## config.mk

```make
export PLATFORM = sky130hd
export DESIGN_NAME = button_debouncer
export DESIGN_NICKNAME = d
export VERILOG_FILES = /design/src/rtl/button_debouncer.sv
export SDC_FILE = /design/constraint.sdc
export NUM_CORES = 1
export LEC_CHECK = 0
export CORE_ASPECT_RATIO = 1.4
export CORE_MARGIN = 2
export CORE_UTILIZATION = 25
export DETAILED_ROUTE_END_ITERATION = 8
export SYNTH_ARGS = -nofsm -noshare
export SYNTH_HDL_FRONTEND = slang
export SYNTH_SLANG_ARGS = --single-unit
```

## constraint.sdc

```tcl
create_clock -name clk_i -period 3.19 [get_ports clk_i]
set_input_delay 0.638 -clock clk_i [delete_from_list [all_inputs] [get_ports clk_i]]
set_output_delay 0.638 -clock clk_i [all_outputs]
set_load 0.005 [all_outputs]
```

## src/rtl/button_debouncer.sv

```systemverilog
// Pushbutton conditioner: synchronizes a raw pin, debounces it with a four-state FSM,
// and emits a clean level, press/release/long-press pulses and a press-toggled level.
module button_debouncer #(
    parameter int CNT_WIDTH   = 16,
    parameter int DB_CYCLES   = 50000,
    parameter int HOLD_WIDTH  = 24,
    parameter int LONG_CYCLES = 10000000,
    parameter int SYNC_STAGES = 2,
    parameter int ACTIVE_LOW  = 1
) (
    input  logic clk_i,
    input  logic arstn_i,
    input  logic btn_i,
    output logic level_o,
    output logic press_o,
    output logic release_o,
    output logic long_o,
    output logic toggle_o
);

    typedef enum logic [1:0] {IDLE, PRESS_WAIT, PRESSED, RELEASE_WAIT} state_t;

    localparam logic                  IDLE_PIN  = (ACTIVE_LOW != 0);
    localparam logic [CNT_WIDTH-1:0]  CNT_ONE   = CNT_WIDTH'(1);
    localparam logic [CNT_WIDTH-1:0]  CNT_LAST  = CNT_WIDTH'(DB_CYCLES - 1);
    localparam logic [HOLD_WIDTH-1:0] HOLD_ONE  = HOLD_WIDTH'(1);
    localparam logic [HOLD_WIDTH-1:0] HOLD_LAST = HOLD_WIDTH'(LONG_CYCLES - 1);
    localparam logic [HOLD_WIDTH-1:0] HOLD_PRE  = HOLD_WIDTH'(LONG_CYCLES - 2);

    logic [SYNC_STAGES-1:0] sync;
    logic                   sp;
    state_t                 state;
    logic [CNT_WIDTH-1:0]   cnt;
    logic [HOLD_WIDTH-1:0]  hold;
    logic                   fired;

    // Chain resets to the released pin level so reset never looks like a press.
    always_ff @(posedge clk_i or negedge arstn_i) begin
        if (!arstn_i) sync <= {SYNC_STAGES{IDLE_PIN}};
        else          sync <= {sync[SYNC_STAGES-2:0], btn_i};
    end

    assign sp = sync[SYNC_STAGES-1] ^ IDLE_PIN;

    always_ff @(posedge clk_i or negedge arstn_i) begin
        if (!arstn_i) begin
            state     <= IDLE;
            cnt       <= '0;
            hold      <= '0;
            fired     <= 1'b0;
            level_o   <= 1'b0;
            press_o   <= 1'b0;
            release_o <= 1'b0;
            long_o    <= 1'b0;
            toggle_o  <= 1'b0;
        end else begin
            press_o   <= 1'b0;
            release_o <= 1'b0;
            long_o    <= 1'b0;

            // Hold time keeps counting through release bounces; long fires when it lands on the last value.
            if ((state == PRESSED || state == RELEASE_WAIT) && hold != HOLD_LAST) begin
                hold <= hold + HOLD_ONE;
                if (hold == HOLD_PRE && !fired) begin
                    long_o <= 1'b1;
                    fired  <= 1'b1;
                end
            end

            case (state)
                IDLE: begin
                    if (sp) begin
                        state <= PRESS_WAIT;
                        cnt   <= CNT_ONE;
                    end else begin
                        cnt <= '0;
                    end
                end
                PRESS_WAIT: begin
                    if (!sp) begin
                        state <= IDLE;
                        cnt   <= '0;
                    end else if (cnt == CNT_LAST) begin
                        state    <= PRESSED;
                        level_o  <= 1'b1;
                        press_o  <= 1'b1;
                        toggle_o <= ~toggle_o;
                        cnt      <= '0;
                        hold     <= '0;
                        fired    <= 1'b0;
                    end else begin
                        cnt <= cnt + CNT_ONE;
                    end
                end
                PRESSED: begin
                    if (!sp) begin
                        state <= RELEASE_WAIT;
                        cnt   <= CNT_ONE;
                    end
                end
                RELEASE_WAIT: begin
                    if (sp) begin
                        state <= PRESSED;
                        cnt   <= '0;
                    end else if (cnt == CNT_LAST) begin
                        state     <= IDLE;
                        level_o   <= 1'b0;
                        release_o <= 1'b1;
                        cnt       <= '0;
                    end else begin
                        cnt <= cnt + CNT_ONE;
                    end
                end
                default: state <= IDLE;
            endcase
        end
    end

endmodule

```

# After elaboration in Yosys (flattened, before gate mapping)
# Cells that the tools add are included.
# W data, S select, Z words.
[classes] addsub=2 eq_ne=14 muxes=34 bitwise_logic=2 reduce_logical=9
[ops] operator="$mux W24" n=4
[ops] operator="$mux W16" n=4
[ops] operator="$pmux W16 S4" n=1
[ops] operator="$add A24 B1 Y24 const B" n=1
[ops] operator="$eq A24 B24 Y1 const B" n=1
[ops] operator="$ne A24 B24 Y1 const B" n=1
[ops] operator="$mux W1" n=17
[ops] operator="$add A16 B1 Y16 const B" n=1
[ops] operator="$eq A16 B16 Y1 const B" n=1
[ops] operator="$mux W2" n=6
[ops] operator="$ne A2 B2 Y1 const B" n=5
[ops] operator="$pmux W2 S4" n=1
[ops] operator="$reduce_and A5 Y1" n=1
[ops] operator="$eq A2 B2 Y1 const B" n=2
[ops] operator="$reduce_and A4 Y1" n=1
[ops] operator="$ne A3 B2 Y1 const B" n=1
[ops] operator="$ne A3 B3 Y1 const B" n=1
[ops] operator="$reduce_and A3 Y1" n=1
[ops] operator="$eq A2 B1 Y1 const B" n=1
[ops] operator="$logic_and A1 B1 Y1" n=2
[ops] operator="$logic_not A2 Y1" n=1
[ops] operator="$ne A2 B1 Y1 const B" n=1
[ops] operator="$not A1 Y1" n=2
[ops] operator="$pmux W1 S2" n=1
[ops] operator="other kinds (3)" n=3
[totals] ff_bits=50 input_bits=3 wordCells=71

# Longest topological paths before layout
[depth] word_depth=7 mapped_depth=7

# Worst setup path before layout
# OpenSTA, ideal clock, no wires.
[synth_path] path_type="reg-to-reg" startpoint="reg cnt[4]" endpoint="reg hold[21]" arrival_ps=1844 t_required_ps=3059 path_slack_ps=1215 stages_incl_launch_ff=5 n_path_buf=0 synth_period_minus_slack_ps=1975 cell_sequence="dfrtp_1 or4_4 or4_4 nor3_4 nor2_1"
[synth_via] elab_chain_cells=4
[synth_lines] element="from (decl)" line_no="33" rtl="logic [CNT_WIDTH-1:0] cnt;"
[synth_lines] element="from (signal assigned)" line_no="92" rtl="cnt <= cnt + CNT_ONE;"
[synth_lines] element="from (signal assigned)" line_no="111" rtl="cnt <= cnt + CNT_ONE;"
[synth_lines] element="$eq A16 B16 Y1" line_no="83" rtl="end else if (cnt == CNT_LAST) begin"
[synth_lines] element="$mux W24" line_no="83"
[synth_lines] element="$mux W24" line_no="80" rtl="if (!sp) begin"
[synth_lines] element="$mux W24" line_no="70" rtl="case (state)"
[synth_lines] element="to (signal assigned)" line_no="63" rtl="hold <= hold + HOLD_ONE;"
[synth_lines] element="to (decl)" line_no="34" rtl="logic [HOLD_WIDTH-1:0] hold;"
# No other way between the ends.
# A chain may end at the register's enable or synchronous reset.

# Worst setup path after layout
[layout_path] startpoint="reg hold[11]" endpoint="reg hold[7]"
[layout_via] elab_chain_cells=6
[layout_lines] element="$ne A24 B24 Y1 (*)" line_no="62" rtl="if ((state == PRESSED || state == RELEASE_WAIT) && hold != HOLD_LAST) begin"
[layout_lines] element="$logic_and A1 B1 Y1 (*)" line_no="62"
[layout_lines] element="$mux W24 (*)" line_no="62"
[layout_lines] element="$mux W24" line_no="83"
[layout_lines] element="$mux W24" line_no="80"
[layout_lines] element="$mux W24 (*)" line_no="70"
# Every way passes the cells marked *; elsewhere a longest branch is shown, timed or not.

==> reports/qor.csv <==
stage,metric,value,unit
clocking,# clock sinks,50,
sta,final hold vios,0,
sta,Final Max Tran Viols,0,
clocking,clock slew at reported path FFs,0.07,ns
setup_path,"Slowest-stage cell, CP",nor4_4,
logic_synthesis,largest cells by area after synthesis,"dfrtp_1 (46%), nor2_1 (4.2%), nand2_1 (4.1%)",
finish,final core occ,0.2959,
clocking,clock buffer count from CTS,5,
logic_synthesis,top_reg_cell synth,dfrtp_1,
setup_path,Crit Reg-Reg Startpoint,hold[11],
finish,share of post-route cells with drive strength above 1,0.09559,
route,overall routed net length,5408,um
logic_synthesis,"count leader, synth",dfrtp_1,
placement,GP Congestion,0.7964,
route,initial DRC count,93,
setup_path,worst setup path end,hold[7],
sta,Final Cycle Share,0.6925,
clocking,clk root buf,clkbuf_16,
die,Core Area,10010,sq um
clocking,hold buffer count at cts,0,
die,Placement Rows,43,
sta,RSZ-0062 raised after global routing,no,
power,peak supply drop,0.1923,mV
logic_synthesis,"FFs w/ async S/R, synth",1.000,
logic_synthesis,Syn Inst Count,262,
sta,min cycle time layout,2.209,ns
logic_synthesis,Synth top area share,0.4642,
logic_synthesis,syn_nets,268,
global_routing,Total GRT Usage,0.1021,
finish,design area,2962,sq um
setup_path,"Req. time, crit path",3.40,ns
clocking,clk buf depth,2,
setup_path,WS Path Type,flip-flop to flip-flop,
global_routing,antenna violations before repair,0,
setup_path,Critical Path AT,2.42,ns
clocking,CTS tree,done,
flow_run,Max-Cap Viols,0,
finish,nets,277,
logic_synthesis,syn_area_per_cell,9.876,sq um
setup_path,CP cell instances,"nor4b_1, nand3_1, nor4_4, o21ai_0, a21oi_1",
route,DRC viols,0,
sta,FMAX,452.7,MHz
setup_path,Crit path largest cell delay,0.81,ns
route,DR vias,1926,
clocking,postcts setup bufs,0,
placement,post-DP HPWL,3937,um
power,Leakage,1.165,nW
sta,Worst Tran Pin Value,0.8735,ns
route,DR vias/cell,4.732,
logic_synthesis,post-synthesis instance area,2587,sq um
logic_synthesis,"Seq/Total Area, Yosys",0.4845,
logic_synthesis,Synth Register Bits,50,
global_routing,total global routing overflow,0,
sta,final setup fails,0,
die,Horiz. Die Dim,89.98,um
global_routing,vias in the first global route,1979,
route,drt first pass iters,4,
setup_path,reg-to-reg endpoint,hold[7],
die,Starting Density,0.2586,
finish,ant diodes,0,
route,Routed Antenna Nets,0,
setup_path,worst-path fanout max,19,
setup_path,CP startpoint kind,flip-flop,
placement,Port Buf Inserts,7,
global_routing,first-pass GRT wire length,9466,um
clocking,Worst-Skew Late Latency,0.29,ns
setup_path,"setup slack, reg-to-reg",0.98,ns
logic_synthesis,dominant cell type by area after synthesis,dfrtp_1,
route,Routed wire per std cell,13.29,um
clocking,post-CTS resize count,0,
finish,# fillers,1097,
logic_synthesis,post-synth cell types,46,
clocking,H-tree levels,2,
sta,clk_skew,0.007493,ns
die,# IOs,8,
run_status,status,"complete, no violations",
sta,Slew Limit Headroom,0.4133,
hold_path,worst min path class,input pin to asynchronous set/reset pin,
finish,Area Growth Syn to Fin,14.46,%
setup_path,Worst Setup SP,hold[11],
die,Die Area,11190,sq um
logic_synthesis,synth warn,0,
logic_synthesis,most frequent cells after synthesis,"dfrtp_1 (48), nor2_1 (29), nand2_1 (28), nand4_1 (15), nand3_1 (14)",
sta,TNS Setup,0,ns
placement,placed inst area,2793,sq um
setup_path,Crit. End Element,flip-flop,
die,Die Height,124.4,um
global_routing,largest net degree at the start of global routing,29,
power,Pwr Density,431.2,nW/um^2
sta,hold slack,0.3192,ns
logic_synthesis,Post-synth EDFFs,0,
setup_path,worst reg2reg path depth,5,
where the power goes:
| part | total [W] | internal (W) | leakage [nW] | switching [W] |
|---|---|---|---|---|
| clock network | 0.000608 | 0.000371 | 0.0842 | 0.000237 |
| logic | 0.0000259 | 0.00000685 | 0.393 | 0.0000190 |
| registers | 0.000643 | 0.000638 | 0.687 | 0.00000482 |
state kept, by name (all words and copies together), names as in the netlist, named ones only:
signal,cells
cnt,16
long_o,1
hold,24
fired,1
sync,2
state,1
toggle_o,1
level_o,1
press_o,1
release_o,1
worst min-delay path by stage:
stage | startpoint | endpoint | slack (ns) | depth (start not counted)
3_3_place_gp | sync[0] | sync[1] | 0.35 | 0
6_report | arstn_i | hold[17] | 0.32 | 1
4_1_cts | arstn_i | hold[23] | 0.34 | 1
3_5_place_dp | sync[0] | sync[1] | 0.35 | 0
2_1_floorplan | arstn_i | asynchronous set/reset pin | 0.34 | 0
5_1_grt | arstn_i | hold[17] | 0.37 | 1
layout make-up:
cell class / count / area (sq um) / share of cell area
Timing Repair Buffer: 9 / 80.08 / 0.02704
Clock inverter: 3 / 43.79 / 0.01479
Sequential cell: 50 / 1254 / 0.4233
Tap cell: 135 / 168.9 / 0.05703
Multi-Input combinational cell: 197 / 1260 / 0.4254
Clock buffer: 5 / 125.1 / 0.04225
Inverter: 8 / 30.03 / 0.01014
cells by family (layout without fill, tap and decap cells):
family / count (synthesis) / count (layout) / synth area share
AO/OA/AOI/OAI: 25 / 25 / 0.06190
XOR/XNOR: 20 / 20 / 0.06770
adder cells (fa/ha/maj): 3 / 3 / 0.01451
buffers and inverters: 15 / 25 / 0.02853
flip-flops: 50 / 50 / 0.4845
multiplexers: 9 / 9 / 0.03482
AND/OR/NAND/NOR: 140 / 140 / 0.3080
routing by layer:
metal	up-vias	global-route usage	share of wire
met5	-	0	0
met2	37	0.1756	0.50
met3	8	0.02238	0.037
met4	0	0.03710	0.015
li1	954	-	-
met1	927	0.1254	0.45
layout by cell type (no fill, tap or decap), types with 3 or more instances in the layout:
| cell | instances |
|---|---|
| a21oi_1 | 6 |
| and3_1 | 5 |
| clkbuf_16 | 5 |
| clkdlybuf4s50_1 | 6 |
| dfrtp_1 | 48 |
| ha_1 | 3 |
| inv_1 | 7 |
| mux2i_1 | 9 |
| nand2_1 | 28 |
| nand3_1 | 14 |
| nand4_1 | 15 |
| nor2_1 | 29 |
| nor2b_1 | 3 |
| nor3_1 | 11 |
| nor4_1 | 4 |
| nor4b_1 | 3 |
| nor4bb_1 | 3 |
| o21ai_0 | 10 |
| or3_1 | 8 |
| xnor2_1 | 8 |
| xor2_1 | 12 |
critical path, delay by kind of cell, from the launching register on:
family / cells / cell delay, ns
AND/OR/NAND/NOR: 3 / 1.30
flip-flops: 1 / 0.44
AO/OA/AOI/OAI: 2 / 0.39
per-stage QoR:
stage               instances  total power, W  setup WS, ns
floorplan                 262       0.0006629         1.215
global placement          399       0.0006822         1.031
detailed placement        399       0.0006831        0.9696
CTS                       407        0.001302        0.9657
global route              407        0.001323        0.6808
finish                    407        0.001277        0.9809
No activity file was read; power rests on OpenSTA's default activity.
